**src/rtl/gray_sync_pkg.sv**
```systemverilog
// gray_sync_pkg
// Shared helpers for the Gray-code synchronizer array.
//   bin2gray / gray2bin : width-generic conversions on a zero-extended
//                         GS_MAX_W-bit word (callers cast in and out).
//   popcount_gt1        : true when more than one bit of the word is set.
package gray_sync_pkg;

    localparam int GS_MAX_W = 64;

    typedef logic [GS_MAX_W-1:0] gs_word_t;

    function automatic gs_word_t bin2gray(input gs_word_t b);
        return b ^ (b >> 1);
    endfunction

    // Prefix XOR from the MSB down. Zero-extended upper bits contribute
    // nothing, so the low slice is correct for any narrower width.
    function automatic gs_word_t gray2bin(input gs_word_t g);
        gs_word_t b;
        b[GS_MAX_W-1] = g[GS_MAX_W-1];
        for (int i = GS_MAX_W - 2; i >= 0; i--) begin
            b[i] = b[i+1] ^ g[i];
        end
        return b;
    endfunction

    // Clearing the lowest set bit leaves a nonzero word only when at least
    // two bits were set.
    function automatic logic popcount_gt1(input gs_word_t x);
        return (x & (x - gs_word_t'(1))) != '0;
    endfunction

endpackage

```
**src/rtl/gray_sync_chan.sv**
```systemverilog
// gray_sync_chan
// One channel of the destination-clocked Gray synchronizer: STAGES-deep sync
// chain, one-deep history register, stability filter, commit register and a
// sticky multi-bit-step error flag.
// Ports:
//   clk_dst, rst_n_dst : destination clock, async active-low reset
//   data_in            : asynchronous value (binary or Gray per INPUT_GRAY)
//   err_clr            : synchronous clear of err_multi_bit
//   data_out           : committed binary value (registered)
//   changed            : one-cycle pulse when data_out updates
//   err_multi_bit      : sticky flag for an illegal multi-bit Gray step
module gray_sync_chan
    import gray_sync_pkg::*;
#(
    parameter int DATA_WIDTH    = 8,
    parameter int STAGES        = 2,
    parameter int INPUT_GRAY    = 0,
    parameter int STABLE_CYCLES = 2
) (
    input  logic                  clk_dst,
    input  logic                  rst_n_dst,
    input  logic [DATA_WIDTH-1:0] data_in,
    input  logic                  err_clr,
    output logic [DATA_WIDTH-1:0] data_out,
    output logic                  changed,
    output logic                  err_multi_bit
);

    logic [DATA_WIDTH-1:0] gray_in;
    logic [DATA_WIDTH-1:0] sync_ff [STAGES];
    logic [DATA_WIDTH-1:0] sync_q;
    logic [DATA_WIDTH-1:0] prev_q;
    logic [DATA_WIDTH-1:0] held_q;
    logic [DATA_WIDTH-1:0] commit_val;
    logic                  commit;

    generate
        if (INPUT_GRAY != 0) begin : g_gray_in
            assign gray_in = data_in;
        end else begin : g_bin_in
            assign gray_in = DATA_WIDTH'(bin2gray(gs_word_t'(data_in)));
        end
    endgenerate

    always_ff @(posedge clk_dst or negedge rst_n_dst) begin
        if (!rst_n_dst) begin
            for (int i = 0; i < STAGES; i++) begin
                sync_ff[i] <= '0;
            end
        end else begin
            sync_ff[0] <= gray_in;
            for (int i = 1; i < STAGES; i++) begin
                sync_ff[i] <= sync_ff[i-1];
            end
        end
    end

    assign sync_q = sync_ff[STAGES-1];

    generate
        if (STABLE_CYCLES > 0) begin : g_filter
            localparam int CNT_W = ($clog2(STABLE_CYCLES + 1) > 1) ?
                                   $clog2(STABLE_CYCLES + 1) : 1;
            localparam logic [CNT_W-1:0] CNT_MAX = CNT_W'(STABLE_CYCLES);
            localparam logic [CNT_W:0]   CNT_THR = (CNT_W + 1)'(STABLE_CYCLES);

            logic [CNT_W-1:0] cnt;
            logic             eq;

            assign eq = (sync_q == prev_q);

            always_ff @(posedge clk_dst or negedge rst_n_dst) begin
                if (!rst_n_dst) begin
                    cnt <= '0;
                end else if (!eq) begin
                    cnt <= '0;
                end else if (cnt != CNT_MAX) begin
                    cnt <= cnt + CNT_W'(1);
                end
            end

            // cnt+1 counts the equal pair seen this cycle; the extra bit keeps
            // the sum from wrapping at saturation.
            assign commit     = eq && (({1'b0, cnt} + (CNT_W + 1)'(1)) >= CNT_THR)
                                   && (prev_q != held_q);
            assign commit_val = prev_q;
        end else begin : g_nofilter
            assign commit     = (sync_q != held_q);
            assign commit_val = sync_q;
        end
    endgenerate

    always_ff @(posedge clk_dst or negedge rst_n_dst) begin
        if (!rst_n_dst) begin
            prev_q        <= '0;
            held_q        <= '0;
            data_out      <= '0;
            changed       <= 1'b0;
            err_multi_bit <= 1'b0;
        end else begin
            prev_q  <= sync_q;
            changed <= commit;
            if (commit) begin
                held_q   <= commit_val;
                data_out <= DATA_WIDTH'(gray2bin(gs_word_t'(commit_val)));
            end
            // Set has priority over a coincident clear.
            if (popcount_gt1(gs_word_t'(sync_q ^ prev_q))) begin
                err_multi_bit <= 1'b1;
            end else if (err_clr) begin
                err_multi_bit <= 1'b0;
            end
        end
    end

endmodule

```
**src/rtl/gray_sync_array.sv**
```systemverilog
// gray_sync_array
// Multi-channel Gray-code synchronizer into clk_dst with per-channel
// stability filter, commit strobe and sticky multi-bit-step error.
// Ports:
//   clk_dst, rst_n_dst : destination clock, async active-low reset
//   data_in            : CHANNELS packed slices of DATA_WIDTH bits
//   err_clr            : clears every channel's err_multi_bit
//   data_out           : committed binary values, same packing as data_in
//   changed            : per-channel one-cycle commit pulse
//   err_multi_bit      : per-channel sticky error flag
module gray_sync_array
    import gray_sync_pkg::*;
#(
    parameter int CHANNELS      = 4,
    parameter int DATA_WIDTH    = 8,
    parameter int STAGES        = 2,
    parameter int INPUT_GRAY    = 0,
    parameter int STABLE_CYCLES = 2
) (
    input  logic                           clk_dst,
    input  logic                           rst_n_dst,
    input  logic [CHANNELS*DATA_WIDTH-1:0] data_in,
    input  logic                           err_clr,
    output logic [CHANNELS*DATA_WIDTH-1:0] data_out,
    output logic [CHANNELS-1:0]            changed,
    output logic [CHANNELS-1:0]            err_multi_bit
);

    generate
        if (CHANNELS < 1) begin : g_bad_channels
            $error("gray_sync_array: CHANNELS must be >= 1");
        end
        if (DATA_WIDTH < 2) begin : g_bad_width
            $error("gray_sync_array: DATA_WIDTH must be >= 2");
        end
        if (DATA_WIDTH > GS_MAX_W) begin : g_wide_width
            $error("gray_sync_array: DATA_WIDTH exceeds helper word width");
        end
        if (STAGES < 2) begin : g_bad_stages
            $error("gray_sync_array: STAGES must be >= 2");
        end

        for (genvar c = 0; c < CHANNELS; c++) begin : g_chan
            gray_sync_chan #(
                .DATA_WIDTH    (DATA_WIDTH),
                .STAGES        (STAGES),
                .INPUT_GRAY    (INPUT_GRAY),
                .STABLE_CYCLES (STABLE_CYCLES)
            ) u_chan (
                .clk_dst       (clk_dst),
                .rst_n_dst     (rst_n_dst),
                .data_in       (data_in[c*DATA_WIDTH +: DATA_WIDTH]),
                .err_clr       (err_clr),
                .data_out      (data_out[c*DATA_WIDTH +: DATA_WIDTH]),
                .changed       (changed[c]),
                .err_multi_bit (err_multi_bit[c])
            );
        end
    endgenerate

endmodule

```
**config.mk**
```make
export PLATFORM = sky130hd
export DESIGN_NAME = gray_sync_array
export DESIGN_NICKNAME = d
export VERILOG_FILES = /design/src/rtl/gray_sync_pkg.sv /design/src/rtl/gray_sync_chan.sv /design/src/rtl/gray_sync_array.sv
export SDC_FILE = /design/constraint.sdc
export NUM_CORES = 1
export LEC_CHECK = 0
export CAP_MARGIN = 5
export CORE_ASPECT_RATIO = 2
export CORE_UTILIZATION = 45
export DETAILED_ROUTE_END_ITERATION = 16
export PLACE_DENSITY_LB_ADDON = 0.2
export SLEW_MARGIN = 10
export SYNTH_ARGS = -nofsm -noshare
export SYNTH_HDL_FRONTEND = slang
export SYNTH_SLANG_ARGS = --single-unit
```
**constraint.sdc**
```tcl
create_clock -name clk_dst -period 2.37 [get_ports clk_dst]
set_input_delay 0.474 -clock clk_dst [delete_from_list [all_inputs] [get_ports clk_dst]]
set_output_delay 0.474 -clock clk_dst [all_outputs]
set_load 0.02 [all_outputs]
```
==> impl_metrics.env, run 1 <==
export IMPL_pin_count=75
export IMPL_synth_net_count=536
export IMPL_finalHoldViolCount=0
export IMPL_root_buffer="clkbuf_16"
export IMPL_grt_usage_pct=17.12
export IMPL_synth_edf_count=0
export IMPL_finalSetupViolCount=43
export IMPL_min_period_ns=2.471
export IMPL_grt_pass1_wl_um=21470
export IMPL_worstMarginPinSlew_ns=0.5535
export IMPL_n_antenna_cell=0
export IMPL_required_ns=2.67
export IMPL_status="complete, but fails checks"
export IMPL_dieArea_um2=16430
export IMPL_crit_path_end_kind="register"
export IMPL_wirelength_um=12980
export IMPL_finalClockSkew_ns=0.007471
export IMPL_yosys_area_top_type_share_pct=60.18
export IMPL_multiInputGateArea_um2=2734
export IMPL_min_period_over_period_pct=104.3
export IMPL_slowest_delay_ns=0.54
export IMPL_setup_ws_ns=-0.1008
export IMPL_crit_path_start_kind="register"
export IMPL_cts_tree="yes"
export IMPL_crit_family="simple AND/OR/NAND/NOR gates"
export IMPL_clock_fmax_mhz=404.7
export IMPL_grt_ovfl_total=0
export IMPL_totalNegativeSetupSlack_ns=-3.251
export IMPL_path_buf_inv=1
export IMPL_placed_cell_area_um2=8488
export IMPL_drtIter0Drc=72
export IMPL_initial_core_util_pct=46.52
export IMPL_slew_viol_final=0
export IMPL_row_count=64
export IMPL_clock_latency_ns=0.42
export IMPL_ir_drop_mv=0.5616
export IMPL_fin_cells=836
export IMPL_synth_cells=493
export IMPL_first_global_vias=4489
export IMPL_synth_area_leaders="dfrtp_1 (60%), xnor2_1 (7.3%), xor2_1 (7.1%)"
export IMPL_slew_headroom_pct=63.10
export IMPL_antenna_left=0
export IMPL_violations="negative setup slack"
export IMPL_die_y_um=180.3
export IMPL_stdcell_area_um2=9345
export IMPL_die_width_um=91.15
export IMPL_crit_chain="xor2_2 > or4_4 > or3_4 > or3_4 > buf_6 > mux2_4"
export IMPL_fin_nets=672
export IMPL_ys_async_sr_fraction_pct=100.0
export IMPL_cp_slowest_cell="or4_4"
export IMPL_clock_sinks=172
export IMPL_vias=4048
export IMPL_crit_cells=6
export IMPL_ys_seq_area_share_pct=60.18
export IMPL_cts_clk_slew_worst_paths_ns=0.06
export IMPL_total_power_w=0.007005
export IMPL_rsz0062_at_grt="yes"
export IMPL_hold_class="primary input to async pin"
export IMPL_cp_common_cell="or3_4"
export IMPL_ctsHoldBuffers=0
export IMPL_maxCapViolations=0
export IMPL_coreArea_um2=15370
export IMPL_syn_area_per_cell_um2=14.51
export IMPL_register_area_um2=4304
export IMPL_synthesis_area_um2=7152
export IMPL_cts_htree_levels=4
export IMPL_first_pass_iters=4
export IMPL_grt_max_degree=59
export IMPL_cts_buffers=17
export IMPL_worstPathMaxFanout=6
export IMPL_n_fill_cell=1219
export IMPL_io_buffers=74
export IMPL_r2r_cells=6
export IMPL_path_class="register to register"
export IMPL_hpwl_um=9165
export IMPL_antenna_found_initial=0
export IMPL_place_congestion=0.8018
export IMPL_drive_gt1_share_pct=26.33
export IMPL_ys_ff_latch=172
export IMPL_synth_flop_cell="dfrtp_1"
export IMPL_power_leakage_nw=4.370
export IMPL_synth_cell_types=31
export IMPL_p_per_area_nw_per_um2=749.6
export IMPL_wire_per_inst_um=15.53
export IMPL_clockBufferDepth=2
export IMPL_synth_largest_area_cell="dfrtp_1"
export IMPL_drc=0
export IMPL_synth_warnings=0
export IMPL_hold_slack_ns=0.02131
export IMPL_arrival_ns=2.78
export IMPL_place_inst=792
export IMPL_syn_to_final_growth_pct=30.67
export IMPL_via_per_inst=4.842
==> per-stage QoR <==
step                setup WS (ns)  utilization [%]
CTS                       -0.1021            59.81
floorplan                 -0.1727                -
global placement         -0.09302            55.21
global route              -0.1517            60.78
finish                    -0.1008            60.78
detailed placement        -0.1616            55.21
==> what timing repair did <==
item,4_1_cts,5_1_grt
cloned,1,2
setup endpoints to repair,51,56
setup buffers,9,4
resized for setup,16,15
pin swaps,3,9
==> layout make-up <==
type                       count  share of cell area, %
sequential                   172                  46.06
clock inverter                 8                  1.299
clock buffer                  20                  4.780
inverter                      18                 0.7230
timing repair buffer         149                  15.24
tap                          198                  2.651
multi-input combinational    271                  29.25
==> registers in the layout, summed over array words and instances (netlist names) <==
name                         count
g_chan.u_chan.commit_val        32
g_chan.u_chan.data_out          32
g_chan.u_chan.sync_ff           32
g_chan.u_chan.sync_q            32
g_chan.u_chan.held_q            28
g_chan.u_chan.g_filter.cnt       8
g_chan.u_chan.changed            4
g_chan.u_chan.err_multi_bit      4
==> kinds of logic (layout without fill, tap and decap cells) <==
logic type               Yosys count  count (layout)  synth area share [%]
AO/OA/AOI/OAI                     25              25                 2.397
XOR/XNOR                         127             127                 17.30
flip-flops                       172             172                 60.18
multiplexers                      64              64                 11.00
adder cells (fa/ha/maj)            8               8                 1.400
AND/OR/NAND/NOR                   47              47                 3.779
buffers and inverters             50             195                 3.936
==> layout by cell type, fill, tap and decap left out, types with 7 or more instances in the layout <==
| master | n |
|---|---|
| xor2_1 | 52 |
| clkdlybuf4s50_1 | 73 |
| xnor3_1 | 8 |
| mux2_2 | 7 |
| nand4_1 | 8 |
| or3_4 | 7 |
| mux2_1 | 9 |
| xnor2_1 | 54 |
| dfrtp_1 | 172 |
| buf_4 | 61 |
| inv_1 | 18 |
| buf_6 | 8 |
| mux2i_1 | 13 |
| ha_1 | 8 |
| nand3_1 | 7 |
| mux2_4 | 35 |
| nor2_1 | 16 |
| clkbuf_16 | 19 |
==> synth_stat cells (4+ instances only) <==
library cell	instances
or3_1	4
ha_1	8
inv_1	18
xnor2_1	60
xor2_1	58
buf_4	12
nand3_1	8
nand4_1	8
clkbuf_1	11
a21oi_1	6
mux2_4	22
xnor3_1	8
mux2_1	22
o22ai_1	4
dfrtp_1	172
nor2_1	16
nor3_1	4
mux2_2	7
mux2i_1	13
buf_6	6
==> final timing paths <==
check / start / endpoint / slack, ns
min reg2reg: g_chan[1].u_chan.sync_ff[10]$_DFF_PN0_ / g_chan[1].u_chan.sync_q[2]$_DFF_PN0_ / 0.34
max reg2reg: g_chan[0].u_chan.sync_q[1]$_DFF_PN0_ / g_chan[0].u_chan.held_q[1]$_DFFE_PN0P_ / -0.10
max in group asynchronous: rst_n_dst / g_chan[2].u_chan.sync_ff[11]$_DFF_PN0_ / 1.66
min in group clk_dst: g_chan[1].u_chan.sync_ff[10]$_DFF_PN0_ / g_chan[1].u_chan.sync_q[2]$_DFF_PN0_ / 0.34
min: rst_n_dst / g_chan[1].u_chan.held_q[4]$_DFFE_PN0P_ / 0.02
max: g_chan[0].u_chan.sync_q[1]$_DFF_PN0_ / g_chan[0].u_chan.held_q[1]$_DFFE_PN0P_ / -0.10
==> metal layers <==
layer	share of wire, %	GRT usage, %
met5	0	0
met4	2.6	6.984
met3	2.6	4.346
met2	58	32.33
met1	37	17.58
==> where the power goes <==
part           total [W]  leakage, nW  internal [W]  switching [W]
Combinational    0.00106         1.93      0.000590       0.000475
Sequential       0.00321         2.16       0.00310       0.000112
Clock            0.00273        0.277       0.00166        0.00107
Total            0.00700         4.37       0.00535        0.00166
No activity file was read; power rests on OpenSTA's default activity.
==> inputs of run 2 (changes only) <==
CAP_MARGIN = 10   (was 5)
==> results of run 2 <==
The final DEF is identical to that of run 1; final timing and power are the same.
==> inputs of run 3 (changes only) <==
CTS_CLUSTER_SIZE = 12   (was not set)
TNS_END_PERCENT = 20   (was not set)
==> run 3 against run 2 <==
Net effect: the run still ends with negative setup slack left; non-clock buffer count shrank 12; worst setup slack lost 0.0086 ns; cell count shrank 0.96%; critical endpoint is now g_chan[1].u_chan.held_q[1]$_DFFE_PN0P_; largest cell class unchanged; largest power group unchanged.
==> impl_metrics.env, run 3 (synthesized netlist as in run 1, its figures left out) <==
export IMPL_drc=0
export IMPL_grt_max_degree=61
export IMPL_initial_core_util_pct=46.52
export IMPL_ir_drop_mv=0.4658
export IMPL_worstPathMaxFanout=8
export IMPL_final_cell_mix="dfrtp_1 (172), clkdlybuf4s50_1 (73), xnor2_1 (57)"
export IMPL_maxCapViolations=0
export IMPL_place_congestion=0.7315
export IMPL_setup_ws_ns=-0.1094
export IMPL_final_common_cell="dfrtp_1"
export IMPL_hold_class="primary input to async pin"
export IMPL_min_period_ns=2.479
export IMPL_crit_path_start_kind="register"
export IMPL_startpoint="g_chan[1].u_chan.sync_q[1]$_DFF_PN0_"
export IMPL_violations="negative setup slack"
export IMPL_reg2reg_to="g_chan[1].u_chan.held_q[1]$_DFFE_PN0P_"
export IMPL_syn_to_final_growth_pct=28.94
export IMPL_hpwl_um=8994
export IMPL_cp_common_cell="or3_4"
export IMPL_status="complete, but fails checks"
export IMPL_io_buffers=74
export IMPL_antenna_left=0
export IMPL_clock_fmax_mhz=403.3
export IMPL_r2r_setup_slack_ns=-0.11
export IMPL_grt_usage_pct=16.97
export IMPL_crit_cells=6
export IMPL_first_global_vias=4445
export IMPL_grt_ovfl_total=0
export IMPL_slew_viol_final=0
export IMPL_drive_gt1_share_pct=24.29
export IMPL_crit_path_end_kind="register"
export IMPL_cts_clk_slew_worst_paths_ns=0.08
export IMPL_r2r_cells=6
export IMPL_drtIter0Drc=194
export IMPL_cts_buffers=17
export IMPL_cp_slowest_cell="or4_4"
export IMPL_cts_tree="yes"
export IMPL_path_buf_inv=1
export IMPL_coreArea_um2=15370
export IMPL_finalHoldViolCount=0
export IMPL_required_ns=2.67
export IMPL_vias=3977
export IMPL_die_y_um=180.3
export IMPL_min_period_over_period_pct=104.6
export IMPL_power_leakage_nw=4.289
export IMPL_n_antenna_cell=0
export IMPL_slew_headroom_pct=60.05
export IMPL_hold_slack_ns=0.03268
export IMPL_first_pass_iters=4
export IMPL_p_per_area_nw_per_um2=750.1
export IMPL_clock_sinks=172
export IMPL_totalNegativeSetupSlack_ns=-3.366
export IMPL_via_per_inst=4.803
export IMPL_fin_nets=660
export IMPL_antenna_found_initial=0
export IMPL_pin_count=75
export IMPL_wire_per_inst_um=15.18
export IMPL_clockBufferDepth=2
export IMPL_slowest_delay_ns=0.54
export IMPL_finalClockSkew_ns=0.01219
export IMPL_finalSetupViolCount=42
export IMPL_grt_pass1_wl_um=21580
export IMPL_dieArea_um2=16430
export IMPL_r2r_start="g_chan[1].u_chan.sync_q[1]$_DFF_PN0_"
export IMPL_rsz0062_at_grt="yes"
export IMPL_arrival_ns=2.78
export IMPL_clock_latency_ns=0.42
export IMPL_path_class="register to register"
export IMPL_root_buffer="clkbuf_16"
export IMPL_crit_family="simple AND/OR/NAND/NOR gates"
export IMPL_die_width_um=91.15
export IMPL_wirelength_um=12570
export IMPL_worstMarginPinSlew_ns=0.5993
export IMPL_crit_chain="xor2_2 > or4_4 > or3_4 > or3_4 > buf_12 > mux2_4"
export IMPL_crit_path_end="g_chan[1].u_chan.held_q[1]$_DFFE_PN0P_"
export IMPL_cts_htree_levels=4
export IMPL_row_count=64
run 3: per-layer routing:
metal | track usage, % | vias to the layer above | wire [um]
li1 | - | 1881 | -
met1 | 18.07 | 2005 | 4552
met2 | 31.82 | 72 | 7348
met3 | 3.713 | 19 | 348
met4 | 6.857 | 0 | 324
met5 | 0 | - | 0
run 3: worst min path at each step:
stage | startpoint | endpoint | cells after the start
6_report | rst_n_dst | g_chan[1].u_chan.data_out[7]$_DFFE_PN0P_ | 1
5_1_grt | rst_n_dst | g_chan[1].u_chan.held_q[4]$_DFFE_PN0P_ | 1
4_1_cts | rst_n_dst | g_chan[1].u_chan.data_out[7]$_DFFE_PN0P_ | 1
3_5_place_dp | g_chan[0].u_chan.sync_ff[15]$_DFF_PN0_ | g_chan[0].u_chan.sync_q[7]$_DFF_PN0_ | 0
3_3_place_gp | g_chan[1].u_chan.sync_ff[12]$_DFF_PN0_ | g_chan[1].u_chan.sync_q[4]$_DFF_PN0_ | 0
2_1_floorplan | rst_n_dst | g_chan[0].u_chan.changed$_DFF_PN0_ | 0
run 3: cell type report:
class | instances | area, um^2
Fill cell | 1242 | 6153
Sequential cell | 172 | 4304
Multi-Input combinational cell | 271 | 2690
Timing Repair Buffer | 137 | 1341
Clock buffer | 18 | 429.2
Tap cell | 198 | 247.7
Clock inverter | 14 | 141.4
Inverter | 18 | 67.56
run 3: timing repair:
item                       CTS  global route
gates resized for setup     21             4
setup buffers                6             0
hold buffers                 0             0
gates cloned                 1             1
pin swaps                    4             1
setup endpoints to repair   44            56
run 3: power by group:
| part | switching [W] | internal [W] | total, W |
|---|---|---|---|
| sequential | 0.000110 | 0.00310 | 0.00320 |
| clock | 0.00127 | 0.00141 | 0.00268 |
| combinational | 0.000471 | 0.000560 | 0.00103 |
run 3: through the flow:
stage          utilization (%)  total power (W)  worst slack (ns)  area [um^2]  instances
4_1_cts                  59.67         0.007003           -0.1114         9174        827
5_1_grt                  59.98         0.007233           -0.1751         9221        828
3_3_place_gp             54.95         0.004245          -0.08778         8448        788
6_report                 59.98         0.006917           -0.1094         9221        828
3_5_place_dp             54.95         0.004284           -0.1449         8448        788
2_1_floorplan                -         0.003852           -0.1727         7221        493
